## config.mk

```make
export PLATFORM = sky130hd
export DESIGN_NAME = issue_queue
export DESIGN_NICKNAME = d
export VERILOG_FILES = /design/src/rtl/issue_queue_pkg.sv /design/src/rtl/issue_queue_scoreboard.sv /design/src/rtl/issue_queue.sv
export SDC_FILE = /design/constraint.sdc
export NUM_CORES = 1
export LEC_CHECK = 0
export BUFFER_PORTS_ARGS = -buffer_cell sky130_fd_sc_hd__buf_2
export CAP_MARGIN = 0
export CORE_ASPECT_RATIO = 1.1
export CORE_MARGIN = 10
export CORE_UTILIZATION = 36
export CTS_BUF_LIST = sky130_fd_sc_hd__clkbuf_4 sky130_fd_sc_hd__clkbuf_8
export CTS_CLUSTER_DIAMETER = 80
export DETAILED_ROUTE_END_ITERATION = 8
export PLACE_DENSITY = 0.59
export SYNTH_ARGS = -nofsm -noshare
export SYNTH_HDL_FRONTEND = slang
export SYNTH_HIERARCHICAL = 1
export SYNTH_SLANG_ARGS = --single-unit
```

## constraint.sdc

```tcl
create_clock -name clk_i -period 13.1 [get_ports clk_i]
set_input_delay 3.275 -clock clk_i [delete_from_list [all_inputs] [get_ports clk_i]]
set_output_delay 3.275 -clock clk_i [all_outputs]
set_load 0.02 [all_outputs]
```

## src/rtl/issue_queue_pkg.sv

```systemverilog
// Shared control types for the issue stage: uop encodings, the queued item record,
// the 32-bit register mask and the default queue depth.
package issue_queue_pkg;

  localparam int unsigned IQ_DEPTH = 4;
  localparam int unsigned NUM_REGS = 32;

  typedef logic [NUM_REGS-1:0] reg_mask_t;

  typedef enum logic [3:0] {
    UOPC_NOP, UOPC_ADD, UOPC_ADDI, UOPC_SUB, UOPC_AND, UOPC_OR, UOPC_XOR,
    UOPC_LW, UOPC_SW, UOPC_BEQ, UOPC_JAL, UOPC_LUI
  } uopc_e;

  typedef enum logic [1:0] {
    EXUT_ALU, EXUT_MEM, EXUT_BRU, EXUT_MUL
  } exut_e;

  typedef enum logic [2:0] {
    IMMT_NONE, IMMT_I, IMMT_S, IMMT_B, IMMT_U, IMMT_J
  } immt_e;

  typedef struct packed {
    uopc_e       uopcode;
    exut_e       exu_type;
    logic        has_rd;
    logic        has_rs1;
    logic        has_rs2;
    logic [4:0]  rd;
    logic [4:0]  rs1;
    logic [4:0]  rs2;
    immt_e       imm_type;
    logic [19:0] packed_imm;
    logic        taken;
    logic        shadowed;
  } queue_item_t;

  function automatic reg_mask_t reg_onehot(input logic [4:0] r);
    reg_onehot = reg_mask_t'(1) << r;
  endfunction

endpackage

```

## src/rtl/issue_queue_scoreboard.sv

```systemverilog
// Pending-write scoreboard with same-cycle writeback bypass on the effective view.
// Latency: set/clear visible on busy_o next cycle; never stalls, updates every cycle.
module issue_queue_scoreboard
  import issue_queue_pkg::*;
(
  input  logic        clk_i,
  input  logic        rst_i,
  input  logic        set_vld_i,
  input  logic [4:0]  set_rd_i,
  input  logic        wb_valid_i,
  input  logic [4:0]  wb_rd_i,
  output logic [31:0] busy_o,
  output logic [31:0] busy_eff_o
);

  reg_mask_t busy_q, busy_d;

  // Clear applied before set so an issue and a writeback to the same register leave it busy.
  always_comb begin
    busy_d = busy_q;
    if (wb_valid_i) busy_d = busy_d & ~reg_onehot(wb_rd_i);
    if (set_vld_i)  busy_d = busy_d | reg_onehot(set_rd_i);
    busy_d[0] = 1'b0;
  end

  always_ff @(posedge clk_i) begin
    if (rst_i) busy_q <= '0;
    else       busy_q <= busy_d;
  end

  assign busy_o     = busy_q;
  assign busy_eff_o = wb_valid_i ? (busy_q & ~reg_onehot(wb_rd_i)) : busy_q;

endmodule

```

## src/rtl/issue_queue.sv

```systemverilog
// In-order issue queue: circular FIFO whose head issues only when its registers are not pending.
// Latency: enqueue to issue-eligible is one cycle; enq_ready_o drops at full, head stalls on deq_ready_i or hazards.
module issue_queue
  import issue_queue_pkg::*;
#(
  parameter int unsigned DEPTH = IQ_DEPTH
) (
  input  logic                   clk_i,
  input  logic                   rst_i,
  input  logic                   enq_valid_i,
  output logic                   enq_ready_o,
  input  queue_item_t            enq_item_i,
  output logic                   deq_valid_o,
  input  logic                   deq_ready_i,
  output queue_item_t            deq_item_o,
  input  logic                   wb_valid_i,
  input  logic [4:0]             wb_rd_i,
  input  logic                   flush_i,
  output logic [$clog2(DEPTH):0] count_o,
  output logic [31:0]            busy_o
);

  localparam int unsigned PW = $clog2(DEPTH);
  localparam int unsigned CW = PW + 1;

  queue_item_t   mem_q [DEPTH];
  logic [PW-1:0] head_q, head_d, tail_q, tail_d;
  logic [CW-1:0] count_q, count_d;
  logic          enq_fire, deq_fire, head_ready;
  queue_item_t   head_item;
  logic [31:0]   busy_eff;

  assign head_item   = mem_q[head_q];
  assign enq_ready_o = count_q < CW'(DEPTH);

  assign head_ready = (!head_item.has_rs1 || !busy_eff[head_item.rs1]) &&
                      (!head_item.has_rs2 || !busy_eff[head_item.rs2]) &&
                      (!head_item.has_rd  || !busy_eff[head_item.rd]);
  assign deq_valid_o = (count_q != '0) && head_ready;

  // A flush squashes both same-cycle transfers, including the scoreboard set.
  assign enq_fire = enq_valid_i && enq_ready_o && !flush_i;
  assign deq_fire = deq_valid_o && deq_ready_i && !flush_i;

  always_comb begin
    head_d  = head_q;
    tail_d  = tail_q;
    count_d = count_q;
    if (flush_i) begin
      head_d  = '0;
      tail_d  = '0;
      count_d = '0;
    end else begin
      if (enq_fire) tail_d = tail_q + PW'(1);
      if (deq_fire) head_d = head_q + PW'(1);
      case ({enq_fire, deq_fire})
        2'b10:   count_d = count_q + CW'(1);
        2'b01:   count_d = count_q - CW'(1);
        default: count_d = count_q;
      endcase
    end
  end

  always_ff @(posedge clk_i) begin
    if (rst_i) begin
      head_q  <= '0;
      tail_q  <= '0;
      count_q <= '0;
    end else begin
      head_q  <= head_d;
      tail_q  <= tail_d;
      count_q <= count_d;
    end
  end

  always_ff @(posedge clk_i) begin
    if (enq_fire) mem_q[tail_q] <= enq_item_i;
  end

  issue_queue_scoreboard u_scoreboard (
    .clk_i      (clk_i),
    .rst_i      (rst_i),
    .set_vld_i  (deq_fire && head_item.has_rd),
    .set_rd_i   (head_item.rd),
    .wb_valid_i (wb_valid_i),
    .wb_rd_i    (wb_rd_i),
    .busy_o     (busy_o),
    .busy_eff_o (busy_eff)
  );

  assign deq_item_o = head_item;
  assign count_o    = count_q;

endmodule

```

==> results of run 1 <==
[cells by family (layout without fill, tap and decap cells)]
family	Yosys count	after routing
flip-flops	236	236
AO/OA/AOI/OAI	93	93
multiplexers	109	109
other	1	6
XOR/XNOR	3	3
adder cells (fa/ha/maj)	6	6
buffers and inverters	69	259
AND/OR/NAND/NOR	77	77
[path summary, 6_finish.rpt]
check / startpoint / to / slack (ns)
worst max-delay path: wb_rd_i[3] / deq_valid_o / 4.01
worst min-delay path: u_scoreboard/busy_o[8] / u_scoreboard/busy_o[8] / 0.50
worst max register to register: flop / count_o[2] / 8.32
worst min register to register: u_scoreboard/busy_o[8] / u_scoreboard/busy_o[8] / 0.50
[placed cells by master, fill, tap and decap left out, types with 3 or more instances in the layout]
master,instances
sky130_fd_sc_hd__o22ai_1,31
sky130_fd_sc_hd__and2_2,4
sky130_fd_sc_hd__clkbuf_8,41
sky130_fd_sc_hd__nor2_1,13
sky130_fd_sc_hd__a2111oi_0,3
sky130_fd_sc_hd__o21ai_2,3
sky130_fd_sc_hd__a22oi_1,3
sky130_fd_sc_hd__nand2_1,12
sky130_fd_sc_hd__nor3b_1,5
sky130_fd_sc_hd__mux4_1,4
sky130_fd_sc_hd__clkinv_2,5
sky130_fd_sc_hd__buf_4,6
sky130_fd_sc_hd__o21ai_0,31
sky130_fd_sc_hd__clkinv_1,9
sky130_fd_sc_hd__buf_2,144
sky130_fd_sc_hd__mux2_2,5
sky130_fd_sc_hd__diode_2,4
sky130_fd_sc_hd__nand3_1,3
sky130_fd_sc_hd__mux2i_1,49
sky130_fd_sc_hd__mux4_2,48
sky130_fd_sc_hd__nand3b_1,6
sky130_fd_sc_hd__nor2b_1,7
sky130_fd_sc_hd__ha_1,5
sky130_fd_sc_hd__clkbuf_4,10
sky130_fd_sc_hd__inv_1,39
sky130_fd_sc_hd__nand2b_1,4
sky130_fd_sc_hd__nand4b_1,4
sky130_fd_sc_hd__nand4bb_1,4
sky130_fd_sc_hd__a21oi_1,6
sky130_fd_sc_hd__edfxtp_1,196
sky130_fd_sc_hd__or3_1,3
sky130_fd_sc_hd__dfxtp_1,38
[per-stage QoR]
stage               area, um^2  setup slack, ns  std cells
floorplan                10000             4.61        595
global placement         11000             4.04       1072
CTS                      11800             4.00       1142
global route             11800             3.85       1143
finish                   11800             4.01       1146
detailed placement       11000             4.02       1072
[flip-flops by register name (all words and copies together), names as in the netlist, named ones only]
signal / count
count_o: 3
tail_q: 2
u_scoreboard/busy_o: 31
mem_q: 196
head_q: 2
[final cells by class]
type,instances,area (um^2)
Antenna cell,4,10.0
Fill cell,2493,15400
Multi-Input combinational cell,290,2970
Clock inverter,19,124
Inverter,39,146
Tap cell,357,447
Timing Repair Buffer,150,766
Sequential cell,236,6690
Clock buffer,51,639
[where the power goes]
group	total, mW	switching (mW)	internal, mW
registers	0.825	0.00255	0.822
logic	0.0812	0.0517	0.0295
clock network	0.627	0.286	0.342
[worst max-delay path, cell delays in order]
cell and delay (ns):
sky130_fd_sc_hd__buf_2 0.12, sky130_fd_sc_hd__nand2b_1 0.30, sky130_fd_sc_hd__o21ai_0 0.31, sky130_fd_sc_hd__inv_1 0.11, sky130_fd_sc_hd__mux4_2 0.48, sky130_fd_sc_hd__mux2_2 0.28
sky130_fd_sc_hd__a21oi_1 0.26, sky130_fd_sc_hd__o2111a_2 0.29, sky130_fd_sc_hd__a21boi_4 0.19, sky130_fd_sc_hd__buf_2 0.18
[metal layers]
layer,vias to the layer above,GRT usage
li1,2700,-
met4,8,0.0433
met1,2882,0.164
met3,52,0.0553
met5,-,0
met2,231,0.204
[cells in the mapped netlist, drive strengths merged (4+ instances only)]
cell	count
nand2b	4
nor3b	5
mux4	52
inv	39
buf	21
nor2	13
nand3b	6
o22ai	31
ha	5
o21ai	36
a21oi	6
edfxtp	196
nand4b	4
mux2i	49
mux2	8
clkbuf	9
nand2	13
nor2b	7
dfxtp	40
nand4bb	4
and2	5
==> qor_table.md, run 1 <==
| Item | Reported |
|:---|:---|
| Clock H-tree levels | 2 |
| Sink count of the clock tree | 236 |
| Vias in the first global route | 6194 |
| TritonCTS clock tree | built |
| Simple logic cell fraction of the synthesized area | 0.0479 |
| Maximum root-to-sink buffer count | 3 |
| Crit path required time | 9.82 ns |
| Sum of negative setup slack | 0 ns |
| Post-synth EDFFs | 196 |
| Max Freq | 110 MHz |
| Number of antenna violations at the first check in global routing | 7 |
| Total gr overflow | 0 |
| Dominant synthesized flop cell | sky130_fd_sc_hd__edfxtp_1 |
| Number of max-cap violations | 0 |
| Fraction of synthesized area in multiplexers | 0.177 |
| Number of placed I/O pins | 146 |
| Count of mapped cells out of synthesis | 594 |
| Final core area utilization | 0.434 |
| Area contributors post-synth | sky130_fd_sc_hd__edfxtp_1 (59%), sky130_fd_sc_hd__mux4_2 (11%), sky130_fd_sc_hd__dfxtp_1 (8.0%) |
| Hold Path Depth | 2 |
| Routed wirelength normalized by instance count | 20.6 um |
| Via density per instance | 5.12 |
| Peak fanout along the critical path | 8 |
| Length of routed met3 wiring | 2.48 mm |
| Arr. time, crit path | 5.81 ns |
| Total Routed Length | 23.6 mm |
| Post-route fraction of the period consumed by the critical path | 0.694 |
| Count of endpoints failing setup in the final report | 0 |
| Number of remaining DRC errors | 0 |
| Final total power | 1.53 mW |
| Detailed route wirelength on metal2 | 10.9 mm |
| Number of hold-slack violations in the final timing report | 0 |
| Clock transition at path regs | 0.06 ns |
| Number of placement rows | 63 |
| Critical setup path kind | input port to primary output |
| Largest clock skew in the final design | 0.0189 ns |
| Netlist Area Pre-Place | 0.0100 mm^2 |
| Proportion of layout cells with a drive suffix above 1 | 0.362 |
| Layout Area Growth over Synthesis | 18.0% |
| Main combinational cell family by area after synthesis | multiplexers |
| Cell type with the largest total area after synthesis | sky130_fd_sc_hd__edfxtp_1 |
| RSZ-0062 raised after global routing | no |
| Resize count post-CTS | 0 |
| Die width | 179 um |
| Number of clock buffers inserted by TritonCTS | 40 |
| Maximum number of pins on one net before global-route repair | 50 |
| Count of TritonRoute iterations in the first routing pass | 5 |
| CTS hold repair buffers | 0 |
| Wire length of the first global-routing pass | 36.1 mm |
| Die span in y | 195 um |
| Via count | 5873 |
| Number of setup buffers added after CTS | 0 |
| Final count of pins violating max slew | 0 |
| Async set-or-reset flop fraction in the synthesized netlist | 0 |
| Net count, final | 823 |
| Initial core utilization | 0.368 |
| Min Hold Slack | 0.503 ns |
| Global-route total usage across every layer | 0.132 |
| Uppermost signal routing layer after detailed routing | met5 |
| Worst min-delay path category | flop to flop |
| Kind of end point of the critical path | primary output |
| Avg Synthesized Cell Area | 16.8 um^2 |
| Port buffer count | 144 |
| Fraction of post-synthesis cell area in the top cell type by area | 0.589 |
| Transition time at the pin with the least slew margin | 0.844 ns |
| Total power density per cell area | 130 mW/mm^2 |
| Part of the Yosys area used for sequential elements | 0.669 |
| Logic depth of the worst register-to-register path | 15 |
| Leak Pwr | 4.39 nW |
| Placeable Area | 0.0272 mm^2 |
| Clock network latency to the later pin of the worst-skew pair | 0.53 ns |
| Number of violations reported at the end of detailed-routing iteration 0 | 446 |
| Placer congestion estimate | 0.897 |
| Routed length on met1 | 9.57 mm |
| Clock Tree Root | sky130_fd_sc_hd__clkbuf_8 |
| Run status | complete, no violations |
| Launching element type of the critical path | input port |
| Maximum vdd ir drop | 0.0988 mV |
| Overall die area | 0.0349 mm^2 |
| Post-synthesis register bit count | 236 |
| Adder-cell share of the synthesized area | 0.00826 |
| Fraction of synthesized cell area in xor and xnor cells | 0.00263 |
| Worst slew margin relative to its limit | 0.436 |
| Fraction of the mapped netlist area in compound gates | 0.0598 |
| Post-layout minimum cycle time | 9.09 ns |
| Detailed placer's ending HPWL | 15.5 mm |
| Number of nets with antenna violations after routing | 0 |
| Number of synthesis warnings | 6 |
| Number of unique standard cell types used by synthesis | 60 |
(Power assumes the default switching activity.)
==> inputs of run 2 (changes only) <==
==> constraint.sdc (replaced) <==
create_clock -name clk_i -period 9 [get_ports clk_i]
set_input_delay 2.25 -clock clk_i [delete_from_list [all_inputs] [get_ports clk_i]]
set_output_delay 2.25 -clock clk_i [all_outputs]
set_load 0.02 [all_outputs]
==> qor_table.md, run 2 (synthesis gave the netlist of run 1 again) <==
| Item | Reported | Delta |
|:---|:---|:---|
| Total gr overflow | 0 | unchanged |
| Sink count of the clock tree | 236 | unchanged |
| Count of endpoints failing setup in the final report | 0 | unchanged |
| Clock Tree Root | sky130_fd_sc_hd__clkbuf_8 |  |
| Wire length of the first global-routing pass | 36.6 mm | +1.5% |
| Number of placement rows | 63 | unchanged |
| Placer congestion estimate | 0.887 | -1.1% |
| Arr. time, crit path | 4.84 ns | -0.97 ns |
| Commonest non-fill, non-tap cell in the layout | sky130_fd_sc_hd__edfxtp_1 |  |
| Number of setup buffers added after CTS | 0 | unchanged |
| Min-Delay Endpoint | u_scoreboard/busy_o[8] |  |
| Count of TritonRoute iterations in the first routing pass | 5 | unchanged |
| Placed Cells incl. Taps | 1072 | unchanged |
| Clock transition at path regs | 0.06 ns | about the same |
| Post-Layout Cell Count | 1150 | +0.35% |
| Total Routed Length | 24.0 mm | +1.7% |
| Number of remaining DRC errors | 0 | unchanged |
| Maximum root-to-sink buffer count | 3 | unchanged |
| Number of placed I/O pins | 146 | unchanged |
| Hold Path Depth | 2 | unchanged |
| Sequential Power Share | 0.519 | -0.019 |
| Largest clock skew in the final design | 0.0240 ns | +0.00518 ns |
| Worst R2R End | count_o[2] |  |
| CTS hold repair buffers | 0 | unchanged |
| Detailed placer's ending HPWL | 15.8 mm | +2.5% |
| Kind of end point of the critical path | primary output |  |
| Initial core utilization | 0.368 | unchanged |
| Number of nets with antenna violations after routing | 0 | unchanged |
| Worst min-delay path category | flop to flop |  |
| Clock network latency to the later pin of the worst-skew pair | 0.55 ns | +0.02 ns |
| Number of violations reported at the end of detailed-routing iteration 0 | 362 | -19% |
| Placeable Area | 0.0272 mm^2 | unchanged |
| Final core area utilization | 0.437 | +0.00285 |
| Switching power total | 0.523 mW | +54% |
| Peak fanout along the critical path | 8 | unchanged |
| RSZ-0062 raised after global routing | no |  |
| Resize count post-CTS | 0 | unchanged |
| Maximum vdd ir drop | 0.129 mV | +31% |
| Global-route total usage across every layer | 0.134 | +0.00211 |
| Switch share | 0.226 | +0.00449 |
| Sum of negative setup slack | 0 ns | unchanged |
| Layout Area Growth over Synthesis | 18.7% |  |
| Leak Pwr | 4.43 nW | +0.91% |
| Post-layout minimum cycle time | 7.09 ns |  |
| Proportion of layout cells with a drive suffix above 1 | 0.367 | +0.00531 |
| Number of max-cap violations | 0 | unchanged |
| Crit path required time | 6.75 ns | -3.07 ns |
| Die width | 179 um | unchanged |
| Via density per instance | 5.19 | +1.2% |
| Number of hold-slack violations in the final timing report | 0 | unchanged |
| Vias in the first global route | 6247 | +0.86% |
| Run status | complete, no violations |  |
| Die span in y | 195 um | unchanged |
| Flip-flop count of the largest register after layout | 196 | unchanged |
| Critical setup path kind | input port to primary output |  |
| Commonest cells after routing, fill and taps aside | sky130_fd_sc_hd__edfxtp_1 (196), sky130_fd_sc_hd__buf_2 (144), sky130_fd_sc_hd__mux2i_1 (49) |  |
| Routed wirelength normalized by instance count | 20.8 um | +1.3% |
| Internal reg-to-reg setup slack | 4.34 ns | -3.98 ns |
| Number of antenna violations at the first check in global routing | 5 | -2 |
| Min Hold Slack | 0.506 ns | +0.00328 ns |
| Via count | 5965 | +1.6% |
| Clock power share | 0.430 | +0.021 |
| Worst slew margin relative to its limit | 0.379 | -0.0567 |
| Port buffer count | 144 | unchanged |
| Comb power frac | 0.051 | -0.002 |
| Maximum number of pins on one net before global-route repair | 50 | unchanged |
| Total power density per cell area | 195 mW/mm^2 | +50% |
| Overall die area | 0.0349 mm^2 | unchanged |
| Transition time at the pin with the least slew margin | 0.931 ns | +0.0868 ns |
| Logic depth of the worst register-to-register path | 15 | unchanged |
| TritonCTS clock tree | built |  |
| Net count, final | 824 | +0.12% |
| Post-route fraction of the period consumed by the critical path | 0.788 |  |
| Clock H-tree levels | 2 | unchanged |
| Register with the most flip-flops | mem_q |  |
| Number of clock buffers inserted by TritonCTS | 41 | +2.5% |
| Cell internal power dissipation | 1.79 mW | +50% |
| Final count of pins violating max slew | 0 | unchanged |
| Beginning of the worst hold path | u_scoreboard/busy_o[8] |  |
| Max Freq | 141 MHz |  |
| Launching element type of the critical path | input port |  |
==> run 2: area by class of cell <==
type                            count  area (um^2)
Fill cell                        2486        15300
Sequential cell                   236         6690
Multi-Input combinational cell    290         2970
Timing Repair Buffer              150          766
Clock buffer                       54          668
Tap cell                          357          447
Clock inverter                     21          175
Inverter                           39          146
Antenna cell                        3         7.51
==> run 2: worst max-delay path by stage <==
| stage | startpoint | to | cells after the start |
|---|---|---|---|
| global placement | wb_rd_i[1] | deq_valid_o | 10 |
| floorplan | wb_rd_i[0] | deq_valid_o | 9 |
| global route | wb_rd_i[3] | deq_valid_o | 10 |
| finish | wb_rd_i[3] | deq_valid_o | 10 |
| detailed placement | wb_rd_i[3] | deq_valid_o | 10 |
| CTS | wb_rd_i[3] | deq_valid_o | 10 |
==> run 2: layer usage <==
layer / share of wire / wire length, um / GRT usage / vias up
met2: 0.46 / 11000 / 0.212 / 262
met1: 0.41 / 9850 / 0.167 / 2940
li1: - / - / - / 2707
met4: 0.024 / 578 / 0.0379 / 6
met3: 0.10 / 2450 / 0.0525 / 50
met5: 0.0016 / 39 / 0 / -
==> run 2: critical path, cell delays in order <==
cell and delay [ns]:
sky130_fd_sc_hd__buf_2 0.12, sky130_fd_sc_hd__nand2b_1 0.30, sky130_fd_sc_hd__o21ai_0 0.35, sky130_fd_sc_hd__inv_1 0.13, sky130_fd_sc_hd__mux4_2 0.49, sky130_fd_sc_hd__mux2_2 0.28
sky130_fd_sc_hd__a21oi_1 0.26, sky130_fd_sc_hd__o2111a_2 0.29, sky130_fd_sc_hd__a21boi_4 0.19, sky130_fd_sc_hd__buf_2 0.18
==> run 2: metrics by stage <==
stage               setup WS, ns  area (um^2)  total power, mW
floorplan                   2.56        10000             1.29
global placement            1.99        11000             1.34
detailed placement          1.96        11000             1.34
CTS                         1.94        11900             2.35
global route                1.81        11900             2.41
finish                      1.91        11900             2.31
==> run 2: power by group through the flow <==
stage | Combinational [mW] | Clock [mW] | Sequential [mW]
floorplan | 0.0712 | 0 | 1.22
global placement | 0.118 | 0 | 1.22
detailed placement | 0.119 | 0 | 1.22
CTS | 0.119 | 1.03 | 1.20
global route | 0.128 | 1.08 | 1.20
finish | 0.118 | 0.995 | 1.20
